## src/rtl/serial_in_pkg.sv

```systemverilog
// Shared constants for the serial receive/transmit pair.
//   - FSM state encodings for serial_in
//   - repeat-mode constants shared with the serial output block
package serial_in_pkg;
  localparam logic [1:0] S_IDLE = 2'b00;
  localparam logic [1:0] S_RECV = 2'b01;
  localparam logic [1:0] S_DONE = 2'b10;

  localparam logic ONE_SHOT = 1'b0;
  localparam logic REPEAT   = 1'b1;

  localparam int TICK_CNT_W = 8;
endpackage

```

## src/rtl/serial_in_sync_2ff.sv

```systemverilog
// Generic 2-flop synchroniser for asynchronous pad inputs.
// Ports:
//   clk   - destination clock
//   rst_n - asynchronous active-low reset (flops clear to 0)
//   d     - asynchronous input
//   q     - synchronised output, 2 clocks of latency
module sync_2ff #(
  parameter int WIDTH = 1
) (
  input  logic             clk,
  input  logic             rst_n,
  input  logic [WIDTH-1:0] d,
  output logic [WIDTH-1:0] q
);
  logic [WIDTH-1:0] meta;

  always_ff @(posedge clk or negedge rst_n) begin
    if (!rst_n) begin
      meta <= '0;
      q    <= '0;
    end else begin
      meta <= d;
      q    <= meta;
    end
  end
endmodule

```

## src/rtl/serial_in.sv

```systemverilog
// Serial receiver: samples an idle-low, LSB-first, unframed serial line at
// mid-bit using tick-based bit timing and reassembles DATA_BIT-bit words.
// Ports:
//   clk, rst_n   - clock, asynchronous active-low reset
//   i_tick       - bit-timing tick (TICK_PER_BIT ticks per bit)
//   i_start      - begin receiving; this clock starts bit 0
//   i_stop       - abort reception (partial word discarded)
//   i_mode       - ONE_SHOT / REPEAT (back-to-back words)
//   i_serial     - serial line, asynchronous to clk
//   o_data       - last completed word
//   o_bit_tick   - one-clock pulse at the end of each received bit
//   o_busy       - high while receiving or presenting a word
//   o_done_tick  - one-clock pulse when o_data updates
module serial_in
  import serial_in_pkg::*;
#(
  parameter int DATA_BIT     = 16,
  parameter int TICK_PER_BIT = 16,
  parameter int SAMPLE_TICK  = TICK_PER_BIT / 2
) (
  input  logic                clk,
  input  logic                rst_n,
  input  logic                i_tick,
  input  logic                i_start,
  input  logic                i_stop,
  input  logic                i_mode,
  input  logic                i_serial,
  output logic [DATA_BIT-1:0] o_data,
  output logic                o_bit_tick,
  output logic                o_busy,
  output logic                o_done_tick
);
  localparam int BIDX_W = (DATA_BIT > 1) ? $clog2(DATA_BIT) : 1;
  localparam logic [TICK_CNT_W-1:0] CNT_SAMPLE = TICK_CNT_W'(SAMPLE_TICK);
  localparam logic [TICK_CNT_W-1:0] CNT_LAST   = TICK_CNT_W'(TICK_PER_BIT - 1);
  localparam logic [BIDX_W-1:0]     BIDX_LAST  = BIDX_W'(DATA_BIT - 1);

  logic                  sbit;
  logic [1:0]            state, state_n;
  logic [TICK_CNT_W-1:0] cnt, cnt_n;
  logic [BIDX_W-1:0]     bidx, bidx_n;
  logic [DATA_BIT-1:0]   shift, shift_n;
  logic [DATA_BIT-1:0]   data_n;
  logic                  bt_n, dt_n;

  sync_2ff #(.WIDTH(1)) u_sync (
    .clk   (clk),
    .rst_n (rst_n),
    .d     (i_serial),
    .q     (sbit)
  );

  always_comb begin
    state_n = state;
    cnt_n   = cnt;
    bidx_n  = bidx;
    shift_n = shift;
    data_n  = o_data;
    bt_n    = 1'b0;
    dt_n    = 1'b0;
    case (state)
      S_RECV: begin
        if (i_stop) begin
          state_n = S_IDLE;
        end else if (i_tick) begin
          // Single mid-bit sample; line activity on other ticks is ignored.
          if (cnt == CNT_SAMPLE)
            shift_n = {sbit, shift[DATA_BIT-1:1]};
          if (cnt == CNT_LAST) begin
            cnt_n = '0;
            bt_n  = 1'b1;
            if (bidx == BIDX_LAST) state_n = S_DONE;
            else                   bidx_n  = bidx + 1'b1;
          end else begin
            cnt_n = cnt + 1'b1;
          end
        end
      end
      S_DONE: begin
        // Done pulse is unconditional; i_stop only cancels the repeat.
        data_n = shift;
        dt_n   = 1'b1;
        if (i_mode == REPEAT && !i_stop) begin
          cnt_n   = '0;
          bidx_n  = '0;
          state_n = S_RECV;
        end else begin
          state_n = S_IDLE;
        end
      end
      default: begin
        // S_IDLE and any illegal encoding
        state_n = S_IDLE;
        if (i_start) begin
          cnt_n   = '0;
          bidx_n  = '0;
          state_n = S_RECV;
        end
      end
    endcase
  end

  always_ff @(posedge clk or negedge rst_n) begin
    if (!rst_n) begin
      state       <= S_IDLE;
      cnt         <= '0;
      bidx        <= '0;
      shift       <= '0;
      o_data      <= '0;
      o_bit_tick  <= 1'b0;
      o_done_tick <= 1'b0;
    end else begin
      state       <= state_n;
      cnt         <= cnt_n;
      bidx        <= bidx_n;
      shift       <= shift_n;
      o_data      <= data_n;
      o_bit_tick  <= bt_n;
      o_done_tick <= dt_n;
    end
  end

  assign o_busy = (state == S_RECV) || (state == S_DONE);
endmodule

```

## config.mk

```make
export PLATFORM = sky130hd
export DESIGN_NAME = serial_in
export DESIGN_NICKNAME = d
export VERILOG_FILES = /design/src/rtl/serial_in_pkg.sv /design/src/rtl/serial_in_sync_2ff.sv /design/src/rtl/serial_in.sv
export SDC_FILE = /design/constraint.sdc
export NUM_CORES = 1
export LEC_CHECK = 0
export ABC_AREA = 1
export BUFFER_PORTS_ARGS = -buffer_cell sky130_fd_sc_hd__buf_2
export CORE_MARGIN = 3
export CORE_UTILIZATION = 55
export CTS_BUF_LIST = sky130_fd_sc_hd__clkbuf_2 sky130_fd_sc_hd__clkbuf_4 sky130_fd_sc_hd__clkbuf_8
export CTS_CLUSTER_DIAMETER = 100
export DETAILED_ROUTE_END_ITERATION = 6
export HOLD_SLACK_MARGIN = 0.03
export PLACE_DENSITY = 0.78
export SETUP_SLACK_MARGIN = 0.1
export SYNTH_ARGS = -nofsm -noshare
export SYNTH_HDL_FRONTEND = slang
export SYNTH_SLANG_ARGS = --single-unit
```

## constraint.sdc

```tcl
create_clock -name clk -period 1.8 [get_ports clk]
set_input_delay 0.09 -clock clk [delete_from_list [all_inputs] [get_ports clk]]
set_output_delay 0.09 -clock clk [all_outputs]
set_load 0.05 [all_outputs]
```

### Yosys cells after proc, flatten, opt, wreduce, memory -nomap -nowiden

Index checks and enable logic that the tools add are counted.

* multipliers: 0
* equal/unequal tests: 13
* shifts and indexed selects: 0
* bitwise gates (word level): 1
* mux-type cells: 25
* order comparisons: 0
* reductions and logical operators: 8
* divide/modulo/power cells: 0
* add/sub/neg operators: 2

Operators by type and width (count)
* $mux 8: 5
* $mux 4: 6
* $eq 8x4->1 const B: 2
* $pmux 8 s2: 1
* $ne 2x2->1 const B: 5
* $ne 3x3->1 const B: 3
* $add 8x1->8 const B: 1
* $mux 2: 4
* $pmux 4 s2: 1
* $reduce_and 4->1: 2
* $mux 1: 7
* $reduce_and 6->1: 1
* $add 4x1->4 const B: 1
* $eq 4x4->1 const B: 1
* $pmux 2 s2: 1
* $reduce_and 3->1: 1
* $reduce_bool 3->1: 1
* $eq 2x1->1 const B: 1
* $eq 2x2->1 const B: 1
* $logic_and 1x1->1: 1
* $logic_not 1->1: 1
* $logic_or 1x1->1: 1
* $not 1->1: 1

* bits in read-only memories: 0
* memories: 0
* bits in latches: 0
* flip-flop bits (word level): 50
* RAM bits: 0
* input bits: 7
* logic and storage cells: 58
* output and inout port bits: 19

### Logic depth before layout (Yosys ltp)

* depth in word-level cells: 6
* depth in mapped cells: 10
* mapped depth without buffers: 9

### Modules after synthesis

A second synthesis with hierarchy kept.

* cell total of the unflattened synthesis: 259
* area total of the unflattened synthesis: 2227.1 um2

Modules (own cells, without submodules)
* serial_in: cells each 257, area each 2177.1 um2, seq. area each 1201.2 um2, instances 1
* sync_2ff: cells each 2, area each 50.0 um2, seq. area each 50.0 um2, instances 1

### Worst setup path after synthesis

Ideal clock, no wire load.

* kind: register to register
* start: register state[1]
* end: register bidx[3]
* stages on the path, launching flop included: 10
* required time: 1.682 ns
* clock period less this slack: 1.456 ns
* path buffers: 0
* data arrival time: 1.338 ns
* setup time: 0.118 ns
* setup slack: 0.344 ns
* cell sequence: dfrtp_1 > inv_1 > ha_1 > nand2_2 > nor2_4 > nand2_1 > nand2_2 > nand3_1 > nand2_1 > nand2_1

* cells in the longest elaborated chain, start to end: 3
* elaborated cells on any way between the ends: 10
* those cells by class: 7 x eq/ne; 1 x mux; 2 x reduce/logical

Ends and longest elaborated chain
* from (decl): line serial_in.sv:39 `logic [1:0] state, state_n;`
* from (signal assigned): line serial_in.sv:113 `state <= state_n;`
* $eq 2x1->1 / $eq 2x2->1 (equally long branches): line serial_in.sv:61 `case (state)`
* $ne 2x2->1 (no source line) / $reduce_bool 3->1 (equally long branches)
* $reduce_and 6->1 (no source line)
* to (signal assigned): line serial_in.sv:115 `bidx <= bidx_n;`
* to (decl): line serial_in.sv:41 `logic [BIDX_W-1:0] bidx, bidx_n;`

Parallel ways exist; a longest one is shown, timed or not.
A chain may end at the register's enable or synchronous reset.

### Worst setup path in the final report

* start: register cnt[0]
* end: register state[1]

* cells in the longest elaborated chain, start to end: 3

Ends and longest elaborated chain
* from (decl): line serial_in.sv:40 `logic [TICK_CNT_W-1:0] cnt, cnt_n;`
* from (signal assigned): line serial_in.sv:114 `cnt <= cnt_n;`
* $eq 8x4->1: line serial_in.sv:69 `if (cnt == CNT_LAST) begin`
* $ne 3x3->1 (no source line)
* $reduce_and 3->1 (no source line)

Every way passes these cells.

==> out/metrics.cfg <==
[die]
core_area_um2=3770
die_y_um=69.6
start_util_pct=59.1
row_count=22
dieArea_um2=4850
num_io_pins=26
die_w_um=69.6

[place]
io_buffers=25
hpwlAfterDp_um=3000
pre_cts_slack_ns=0.255
place_congestion=0.861
dpl_cell_area_um2=2410

[worst_setup_path]
slowest_stage=dfrtp_1
startpoint=cnt[0]
path_max_fanout=5
worst_path_largest_cell_delay_ns=0.41
cp_top_family=simple AND/OR/NAND/NOR gates
r2r_setup_slack_ns=0.25
startpoint_type=flop
required_ns=2.05
critPathKind=reg2reg
crit_end=state[1]
crit_buf_inv=0
endpoint_kind=flop
cp.depth=7
reg2reg_depth=7
r2r-start=cnt[0]
path_common_cell=nand2_1
cp_cell_sequence=ha_1, nand3_2, nor2_1, nand3_1, nand2_1, nand2_1, nand2_1
r2r-end=state[1]
critical_path_arrival_ns=1.80

[logic_synthesis]
synth-seq-cells=50
synthCells=259
syn_avg_cell_area_um2=8.60
yosysWarnings=0
yosysUniqueCellTypes=21
synth_area_um2=2230
seq_area_frac_synth_pct=56.2
postSynthNetCount=271

[min_path]
min_path_type=in2reg
holdCritStartpoint=i_tick

[power_and_ir_drop]
power_per_cell_area_nw_per_um2=1470
p_leak_nw=1.28
irDropWorstVdd_mv=0.964

[global_route]
grt_pass1_vias=1698
grt_pass1_wl_um=7700
gr-usage-all-layers_pct=19.5
grt_max_degree=33
antenna_found_initial=0
overflow=0

[timing]
hold_viol=0
grt_setup_unrepaired=false
worst_slew_pin_slew_ns=0.719
post-route-period-util_pct=86.2
fin_skew_ns=0.00979
fin_ws_ns=0.248
setup_violations=0
tns_ns=0
fmax_mhz=644
slew_viol_final=0
period_needed_ns=1.55
maxSlewHeadroom_pct=52.1

[finish]
n_fill_cell=309
syn_to_final_growth_pct=14.2
fin_nets=302
final_area_um2=2540
diodes=0
drive_above_1_share_pct=16.2

[routing]
vias_per_cell=5.08
dr.first_iter.drc_count=119
drt_wl_total_um=4220
num_vias=1722
drtAntennaViolNets=0
wire_per_inst_um=12.5
first_pass_iters=4
drc_errors=0

[clock_tree]
cts.clk_slew.worst_paths_ns=0.09
post-cts-setup-buffers=0
cts_tree=yes
cts_sinks=50
clock_latency_ns=0.30
root_buffer=clkbuf_8
htreeDepth=2
cts_made_buffers=5
cts_buffer_depth=2

[run_status]
outcome=completed

[run]
max-cap-violations=0

[stage by stage]
stage	std cells	total power (W)	hold WS, ns	utilization (%)
finish	339	0.00373	0.0999	67.5
detailed placement	329	0.00304	0.178	63.9
global route	339	0.00398	0.120	67.5
floorplan	259	0.00266	-0.206	-
global placement	329	0.00299	0.185	63.9
CTS	339	0.00374	0.100	67.1
[per-layer routing]
layer	GRT usage [%]	routed length, um	vias to the layer above
li1	-	-	890
met1	26.1	1940	794
met3	4.35	152	7
met4	5.11	52	0
met2	32.2	2080	31
met5	0	0	-
[tightest hold or removal path: cells and delay by family]
family / cells / cell delay [ns]
buffers and inverters: 2 / 0.21
AND/OR/NAND/NOR: 1 / 0.07
[state kept, by name (all words and copies together) (netlist names)]
register     count
o_data          16
shift           16
cnt              8
bidx             4
state            2
o_bit_tick       1
o_done_tick      1
u_sync.meta      1
u_sync.q         1
[final cells by class]
type                       instances  area [um^2]  area share, %
sequential                        50         1250           49.2
multi-input combinational        169          826           32.5
timing repair buffer              33          190           7.48
inverter                          31          116           4.57
clock buffer                       6         82.6           3.25
tap                               48         60.1           2.36
clock inverter                     2         17.5          0.689
[cell usage in the layout (no fill, tap or decap)]
cell type and count:
buf_4 6, dfrtp_1 50, ha_1 5, a21oi_1 14
nand2_1 62, clkbuf_8 6, nand4_1 6, nor4_1 1
o21ai_0 6, o21ai_2 1, o21ai_1 14, mux2_2 2
nor2_4 1, buf_2 25, dlygate4sd3_1 2, nand3_2 2
inv_1 31, nand3b_1 1, nor2_1 34, nand3_1 15
nand2_2 1, clkinv_4 2, nand2_4 1, xor2_1 3
[power breakdown]
group          total (W)  internal, W  switching [W]
sequential       0.00148      0.00134       0.000135
clock           0.000702     0.000317       0.000385
combinational    0.00155     0.000377        0.00117
total            0.00373      0.00204        0.00169
[logic make-up after synthesis]
family	after synthesis	share of synthesized area, %
AOI/OAI and AO/OA	35	7.87
xor gates and xnor gates	3	1.18
adders and majority gates	5	2.81
buffers and inverters	40	7.36
DFF	50	56.2
muxes	2	1.01
and+or+nand+nor	124	23.6
[synthesized netlist by cell type, drive strengths merged]
master | n | share of area, %
nand3 | 17 | 4.0
nand3b | 1 | 0.34
clkbuf | 2 | 0.34
ha | 5 | 2.8
nand2 | 64 | 11
mux2 | 2 | 1.0
inv | 31 | 5.2
nand4 | 6 | 1.7
buf | 7 | 1.8
nor4 | 1 | 0.28
o21ai | 21 | 4.7
xor2 | 3 | 1.2
a21oi | 14 | 3.1
nor2 | 35 | 6.2
dfrtp | 50 | 56
[how the worst min path moves through the flow]
| stage | endpoint | depth (start not counted) |
|---|---|---|
| 5_1_grt | o_bit_tick | 3 |
| 3_5_place_dp | bidx[2] | 1 |
| 6_report | o_bit_tick | 3 |
| 2_1_floorplan | bidx[0] | 0 |
| 4_1_cts | o_bit_tick | 3 |
| 3_3_place_gp | state[1] | 1 |
[timing repair]
| action | in CTS | in global routing |
|---|---|---|
| resized for setup | 0 | 3 |
| setup endpoints to repair | 0 | 6 |
| hold endpoints to repair | 31 | 0 |
| hold buffers | 2 | 0 |
Note: power is estimated with default switching activity, not from simulation.
